### src/rtl/scene_render.sv
// Rex Runner raster stage: snapshots the scene on gpu_en and streams one monochrome frame
// over a valid/ready pixel interface. Optional macro SCENE_OVER_INVERT_EN inverts OVER frames.
module scene_render #(
    parameter int unsigned SCR_W    = 128,
    parameter int unsigned SCR_H    = 64,
    parameter int unsigned GROUND_Y = 56,
    parameter int unsigned DINO_X   = 8,
    parameter int unsigned DINO_W   = 12,
    parameter int unsigned DINO_H   = 12,
    parameter int unsigned OBS_W    = 6,
    parameter int unsigned OBS_H    = 10
) (
    input  logic       clk,
    input  logic       rst,
    input  logic       gpu_en,
    input  logic [6:0] dino_y,
    input  logic [8:0] obstacle_x,
    input  logic [1:0] state,
    output logic       pix_valid,
    input  logic       pix_ready,
    output logic [8:0] pix_x,
    output logic [6:0] pix_y,
    output logic       pix_val,
    output logic       busy,
    output logic       frame_done
);

    localparam logic [8:0] XLast = 9'(SCR_W - 1);
    localparam logic [6:0] YLast = 7'(SCR_H - 1);

    typedef enum logic [1:0] {IDLE, DRAW, DONE} fsm_e;

    fsm_e       r_st;
    logic [6:0] r_a_dino_y, r_p_dino_y;
    logic [8:0] r_a_obs_x, r_p_obs_x;
    logic [1:0] r_a_state, r_p_state;
    logic       r_pend;
    logic       r_pix_valid, r_pix_val, r_busy, r_frame_done;
    logic [8:0] r_pix_x;
    logic [6:0] r_pix_y;

    logic       w_xwrap, w_last;
    logic [8:0] w_nx;
    logic [6:0] w_ny;
    logic       w_val_nxt, w_val_in, w_val_pend;

    function automatic logic pix_fn(input logic [8:0] x, input logic [6:0] y,
                                    input logic [6:0] dy, input logic [8:0] ox,
                                    input logic [1:0] st);
        int unsigned ux, uy, udy, uox, top;
        logic        on;
        ux  = 32'(x);
        uy  = 32'(y);
        udy = 32'(dy);
        uox = 32'(ox);
        top = (udy > GROUND_Y - DINO_H) ? 0 : GROUND_Y - DINO_H - udy;
        on  = (uy == GROUND_Y);
        if (ux >= DINO_X && ux <= DINO_X + DINO_W - 1 && uy >= top && uy <= top + DINO_H - 1)
            on = 1'b1;
        // Wide compare: obstacles hanging past the right edge never wrap onto column 0.
        if (st != 2'd0 && ux >= uox && ux <= uox + OBS_W - 1 &&
            uy >= GROUND_Y - OBS_H && uy <= GROUND_Y - 1)
            on = 1'b1;
`ifdef SCENE_OVER_INVERT_EN
        if (st[1]) on = ~on;
`endif
        return on;
    endfunction

    assign w_xwrap    = (r_pix_x == XLast);
    assign w_last     = w_xwrap && (r_pix_y == YLast);
    assign w_nx       = w_xwrap ? 9'd0 : r_pix_x + 9'd1;
    assign w_ny       = w_xwrap ? r_pix_y + 7'd1 : r_pix_y;
    assign w_val_nxt  = pix_fn(w_nx, w_ny, r_a_dino_y, r_a_obs_x, r_a_state);
    assign w_val_in   = pix_fn(9'd0, 7'd0, dino_y, obstacle_x, state);
    assign w_val_pend = pix_fn(9'd0, 7'd0, r_p_dino_y, r_p_obs_x, r_p_state);

    always_ff @(posedge clk or negedge rst) begin
        if (!rst) begin
            r_st         <= IDLE;
            r_a_dino_y   <= '0;
            r_a_obs_x    <= '0;
            r_a_state    <= '0;
            r_p_dino_y   <= '0;
            r_p_obs_x    <= '0;
            r_p_state    <= '0;
            r_pend       <= 1'b0;
            r_pix_valid  <= 1'b0;
            r_pix_val    <= 1'b0;
            r_pix_x      <= '0;
            r_pix_y      <= '0;
            r_busy       <= 1'b0;
            r_frame_done <= 1'b0;
        end else begin
            r_frame_done <= 1'b0;
            unique case (r_st)
                IDLE: begin
                    if (gpu_en) begin
                        r_a_dino_y  <= dino_y;
                        r_a_obs_x   <= obstacle_x;
                        r_a_state   <= state;
                        r_st        <= DRAW;
                        r_pix_valid <= 1'b1;
                        r_busy      <= 1'b1;
                        r_pix_x     <= '0;
                        r_pix_y     <= '0;
                        r_pix_val   <= w_val_in;
                    end
                end
                DRAW: begin
                    if (gpu_en) begin
                        r_p_dino_y <= dino_y;
                        r_p_obs_x  <= obstacle_x;
                        r_p_state  <= state;
                        r_pend     <= 1'b1;
                    end
                    if (pix_ready) begin
                        if (w_last) begin
                            r_st         <= DONE;
                            r_pix_valid  <= 1'b0;
                            r_busy       <= 1'b0;
                            r_frame_done <= 1'b1;
                            r_pix_x      <= '0;
                            r_pix_y      <= '0;
                            r_pix_val    <= 1'b0;
                        end else begin
                            r_pix_x   <= w_nx;
                            r_pix_y   <= w_ny;
                            r_pix_val <= w_val_nxt;
                        end
                    end
                end
                DONE: begin
                    if (gpu_en || r_pend) begin
                        // A request in this very cycle is the newest one and wins.
                        r_st        <= DRAW;
                        r_pend      <= 1'b0;
                        r_pix_valid <= 1'b1;
                        r_busy      <= 1'b1;
                        r_pix_x     <= '0;
                        r_pix_y     <= '0;
                        if (gpu_en) begin
                            r_a_dino_y <= dino_y;
                            r_a_obs_x  <= obstacle_x;
                            r_a_state  <= state;
                            r_pix_val  <= w_val_in;
                        end else begin
                            r_a_dino_y <= r_p_dino_y;
                            r_a_obs_x  <= r_p_obs_x;
                            r_a_state  <= r_p_state;
                            r_pix_val  <= w_val_pend;
                        end
                    end else begin
                        r_st <= IDLE;
                    end
                end
                default: r_st <= IDLE;
            endcase
        end
    end

    assign pix_valid  = r_pix_valid;
    assign pix_x      = r_pix_x;
    assign pix_y      = r_pix_y;
    assign pix_val    = r_pix_val;
    assign busy       = r_busy;
    assign frame_done = r_frame_done;

endmodule

### config.mk
export PLATFORM = sky130hd
export DESIGN_NAME = scene_render
export DESIGN_NICKNAME = d
export VERILOG_FILES = /design/src/rtl/scene_render.sv
export SDC_FILE = /design/constraint.sdc
export NUM_CORES = 1
export LEC_CHECK = 0
export ABC_AREA = 1
export CORE_ASPECT_RATIO = 0.75
export CORE_UTILIZATION = 50
export DETAILED_ROUTE_END_ITERATION = 8
export DONT_BUFFER_PORTS = 1
export GPL_ROUTABILITY_DRIVEN = 0
export PLACE_DENSITY = 0.63
export SETUP_SLACK_MARGIN = 0.05
export SLEW_MARGIN = 10
export SYNTH_ARGS = -nofsm -noshare
export SYNTH_HDL_FRONTEND = slang
export SYNTH_SLANG_ARGS = --single-unit
### constraint.sdc
create_clock -name clk -period 6.3 [get_ports clk]
set_clock_uncertainty 0.15 [all_clocks]
set_input_delay 1.575 -clock clk [delete_from_list [all_inputs] [get_ports clk]]
set_output_delay 1.575 -clock clk [all_outputs]
set_load 0.01 [all_outputs]
==> flow_summary.html <==
<table>
<tr><th>Metric</th><th>Value</th></tr>
<tr><th colspan="2">CTS</th></tr>
<tr><td>Clock-pin transition on the worst setup and hold timing paths</td><td>0.05 ns</td></tr>
<tr><td>Hold buffers post-CTS</td><td>0</td></tr>
<tr><td>Source-to-sink clock delay at the later pin of the worst-skew pair</td><td>0.32 ns</td></tr>
<tr><td>Clock buffers created by TritonCTS</td><td>9</td></tr>
<tr><td>Number of sinks driven by the clock tree</td><td>58</td></tr>
<tr><td>CTS H-tree lvls</td><td>3</td></tr>
<tr><td>Clock root buffer</td><td>sky130_fd_sc_hd__clkbuf_16</td></tr>
<tr><td>Post-cts repair resize count</td><td>0</td></tr>
<tr><td>Buffer levels on the longest clock path</td><td>2</td></tr>
<tr><td>Post-CTS setup buffer count</td><td>0</td></tr>
<tr><td>CTS tree</td><td>built</td></tr>
<tr><th colspan="2">Route</th></tr>
<tr><td>Per-cell via count in the routed design</td><td>5.20</td></tr>
<tr><td>Iteration-0 DRC count of the detailed router</td><td>~180</td></tr>
<tr><td>First-pass iteration count of the detailed router</td><td>5</td></tr>
<tr><td>Antenna viol nets, final</td><td>0</td></tr>
<tr><td>DRT Wirelength</td><td>9630 microns</td></tr>
<tr><td>Vias after detailed routing</td><td>3784</td></tr>
<tr><td>Detailed-route DRC error count</td><td>0</td></tr>
<tr><td>Average detailed-routed wire length per instance</td><td>13.2 microns</td></tr>
<tr><th colspan="2">Worst setup path</th></tr>
<tr><td>Critical path peak fanout</td><td>38</td></tr>
<tr><td>Setup crit end kind</td><td>flip-flop</td></tr>
<tr><td>CP cell instances</td><td>nor2_2 -&gt; nand2_1 -&gt; nand2_1 -&gt; nor2_1 -&gt; inv_1 -&gt; o22ai_1</td></tr>
<tr><td>CP max-delay cell</td><td>sky130_fd_sc_hd__nor2_2</td></tr>
<tr><td>Required @ worst endpoint</td><td>6.34 ns</td></tr>
<tr><td>Signal arrival time at the worst endpoint</td><td>roughly 3.4 ns</td></tr>
<tr><td>Startpoint type of the worst setup path</td><td>flip-flop</td></tr>
<tr><td>Worst Setup Path Type</td><td>flip-flop to flip-flop</td></tr>
<tr><td>Crit-path most repeated cell</td><td>sky130_fd_sc_hd__nand2_1</td></tr>
<tr><td>Slowest stage delay, CP</td><td>between 0.8 and 0.9 ns</td></tr>
<tr><th colspan="2">Timing</th></tr>
<tr><td>Setup total negative slack</td><td>0 ns</td></tr>
<tr><td>Pins Over Slew Limit</td><td>0</td></tr>
<tr><td>Worst Hold Slack</td><td>0.333 ns</td></tr>
<tr><td>Slew @ Worst Pin</td><td>1.13 ns</td></tr>
<tr><td>Worst max-slew margin expressed relative to the limit</td><td>24.3%</td></tr>
<tr><td>Highest attainable clock frequency</td><td>0.299 GHz</td></tr>
<tr><td>Period utilization</td><td>53.1%</td></tr>
<tr><td>RSZ-0062 raised after global routing</td><td>false</td></tr>
<tr><td>Final hold violation count</td><td>0</td></tr>
<tr><td>Setup slack of the critical path after layout</td><td>2.95 ns</td></tr>
<tr><td>Final critical-path required period</td><td>between 3 and 4 ns</td></tr>
<tr><td>Setup Viol. Count Final</td><td>0</td></tr>
<tr><th colspan="2">Power and ir drop</th></tr>
<tr><td>Power density relative to cell area</td><td>258 nW/um^2</td></tr>
<tr><td>Overall power of the completed layout</td><td>1.23 mW</td></tr>
<tr><td>Leakage power figure</td><td>2.55 nW</td></tr>
<tr><td>Maximum vdd drop</td><td>171 uV</td></tr>
<tr><th colspan="2">Synth</th></tr>
<tr><td>Count of yosys warnings during synthesis</td><td>0</td></tr>
<tr><td>Instance count of the mapped netlist</td><td>just over 600</td></tr>
<tr><td>Synth Area per Inst</td><td>around 7.1 sq um</td></tr>
<tr><td>Number of distinct library cells after synthesis</td><td>37</td></tr>
<tr><td>Netlist area before placement</td><td>between 4000 and 5000 sq um</td></tr>
<tr><td>FF+latch count, synth</td><td>58</td></tr>
<tr><td>Sequential-to-total area share from yosys stat</td><td>33.1%</td></tr>
<tr><th colspan="2">Cells and area</th></tr>
<tr><td>Most common cell after layout, fill and taps aside</td><td>sky130_fd_sc_hd__nand2_1</td></tr>
<tr><td>Leading cell types in the layout, fill and taps excluded</td><td>172 x sky130_fd_sc_hd__nand2_1, 102 x sky130_fd_sc_hd__inv_1, 63 x sky130_fd_sc_hd__o21ai_0, 58 x sky130_fd_sc_hd__dfrtp_1, 45 x sky130_fd_sc_hd__ha_1</td></tr>
<tr><td>Final net count</td><td>683</td></tr>
<tr><td>Layout overhead on the synthesized area</td><td>8.94%</td></tr>
<tr><td>Fin area</td><td>4770 sq um</td></tr>
<tr><td>Final Util</td><td>about 56%</td></tr>
<tr><td>Antenna cells</td><td>0</td></tr>
<tr><td>Fraction of final layout cells with drive strength greater than 1</td><td>4.35%</td></tr>
<tr><td>Final standard cell count with taps included and fillers excluded</td><td>~730</td></tr>
<tr><th colspan="2">Global routing</th></tr>
<tr><td>Maximum number of pins on one net before global-route repair</td><td>59</td></tr>
<tr><td>Wire length of the first global-routing pass</td><td>16500 microns</td></tr>
<tr><td>Number of global-route vias before repair</td><td>3529</td></tr>
<tr><td>Initial antenna violation count</td><td>0</td></tr>
<tr><td>Gr ovfl total</td><td>0</td></tr>
<tr><td>Global-route usage over all layers</td><td>23.2%</td></tr>
<tr><th colspan="2">Place</th></tr>
<tr><td>Setup Slack @ Placement</td><td>2.78 ns</td></tr>
<tr><td>Number of buffer cells added on primary ports</td><td>0</td></tr>
<tr><td>Half-perimeter wire length after placement</td><td>7200 microns</td></tr>
<tr><td>Cell Count Post-Placement</td><td>713</td></tr>
<tr><td>Post-DP Area</td><td>between 4000 and 5000 sq um</td></tr>
<tr><th colspan="2">Floorplan</th></tr>
<tr><td>Starting density of the core</td><td>between 50% and 60%</td></tr>
<tr><td>Io pins</td><td>42</td></tr>
<tr><td>Number of core rows</td><td>29</td></tr>
<tr><td>Core area</td><td>8490 sq um</td></tr>
<tr><td>Area enclosed by the die boundary</td><td>~9100 sq um</td></tr>
<tr><td>Die extent in x</td><td>about 110 microns</td></tr>
<tr><td>Die height</td><td>83.1 microns</td></tr>
<tr><th colspan="2">Status</th></tr>
<tr><td>Status</td><td>complete, no violations</td></tr>
<tr><th colspan="2">Min path</th></tr>
<tr><td>Path type of the worst min-delay path</td><td>flip-flop to flip-flop</td></tr>
<tr><th colspan="2">Flow run</th></tr>
<tr><td>Max_cap viols</td><td>0</td></tr>
</table>
## sequential cells by signal, summed over array words and instances (netlist names)
signal      flops
busy            1
frame_done      1
pix_val         1
pix_x           9
pix_y           7
r_a_dino_y      7
r_a_obs_x       9
r_a_state       2
r_p_dino_y      7
r_p_obs_x       9
r_p_state       2
r_pend          1
r_st            2
## worst max-delay path, delay by kind of cell, from the launching register on
kind	cells	cell delay, ns
AND/OR/NAND/NOR	4	2.07
flip-flops	1	0.41
buffers and inverters	1	0.42
AO/OA/AOI/OAI	1	0.15
## synthesized netlist by cell type (all sizes together)
cell type    n  area share [%]
nand2      177              15
inv        102             8.7
o21ai       66             7.5
dfrtp       58              33
ha          45              13
nor2        40             3.9
nand3       21             2.7
o211ai      16             2.7
a21oi       14             1.6
o22ai       11             1.6
xor2        11             2.2
clkbuf      10            0.86
nand4       10             1.4
buf          7            0.94
nand3b       6             1.0
nor3         3            0.34
a31oi        2            0.29
mux2         2            0.51
o31ai        2            0.34
xnor2        2            0.40
a21o         1            0.17
a22o         1            0.20
a22oi        1            0.17
conb         1           0.086
nor3b        1            0.17
nor4         1            0.14
o21a         1            0.17
o21bai       1            0.17
or2          1            0.14
## path summary, 6_finish.rpt
| path | from | endpoint | slack [ns] | cells after the start |
|---|---|---|---|---|
| setup / recovery | r_st[0] | pix_y[5] | 2.95 | 6 |
| hold reg to reg | r_p_state[1] | r_p_state[1] | 0.33 | 2 |
| max in group asynchronous | rst | r_p_obs_x[7] | 5.09 | 0 |
| min in group asynchronous | rst | pix_x[4] | 0.80 | 0 |
| setup reg to reg | r_st[0] | pix_y[5] | 2.95 | 6 |
| hold / removal | r_p_state[1] | r_p_state[1] | 0.33 | 2 |
## layout make-up
class	count	area (sq um)
Fill cell	811	3720
Tap cell	108	135
Inverter	102	383
Sequential cell	58	1450
Multi-Input combinational cell	445	2500
Clock inverter	2	35.0
Clock buffer	13	270
## power by group
part,switching (mW),total (mW),internal [mW]
combinational,0.173,0.278,0.105
clock,0.158,0.493,0.335
sequential,0.0512,0.459,0.408
total,0.382,1.23,0.847
## logic make-up (layout without fill, tap and decap cells)
group | count (synthesis) | after routing | synth area share (%)
and+or+nand+nor | 260 | 260 | 25.3
buffers and inverters | 119 | 117 | 10.5
AOI/OAI and AO/OA | 116 | 116 | 15.0
DFF | 58 | 58 | 33.1
adders and majority gates | 45 | 45 | 12.9
xor gates and xnor gates | 13 | 13 | 2.60
muxes | 2 | 2 | 0.514
other | 1 | 9 | 0.0856
## per-layer routing
layer	track usage [%]	share of wire, %	vias to the layer above
li1	-	-	1983
met1	34.6	53	1720
met2	33.8	41	73
met3	4.71	4.5	8
met4	6.55	1.0	0
met5	0	0	-
Note: power is estimated with default switching activity, not from simulation.
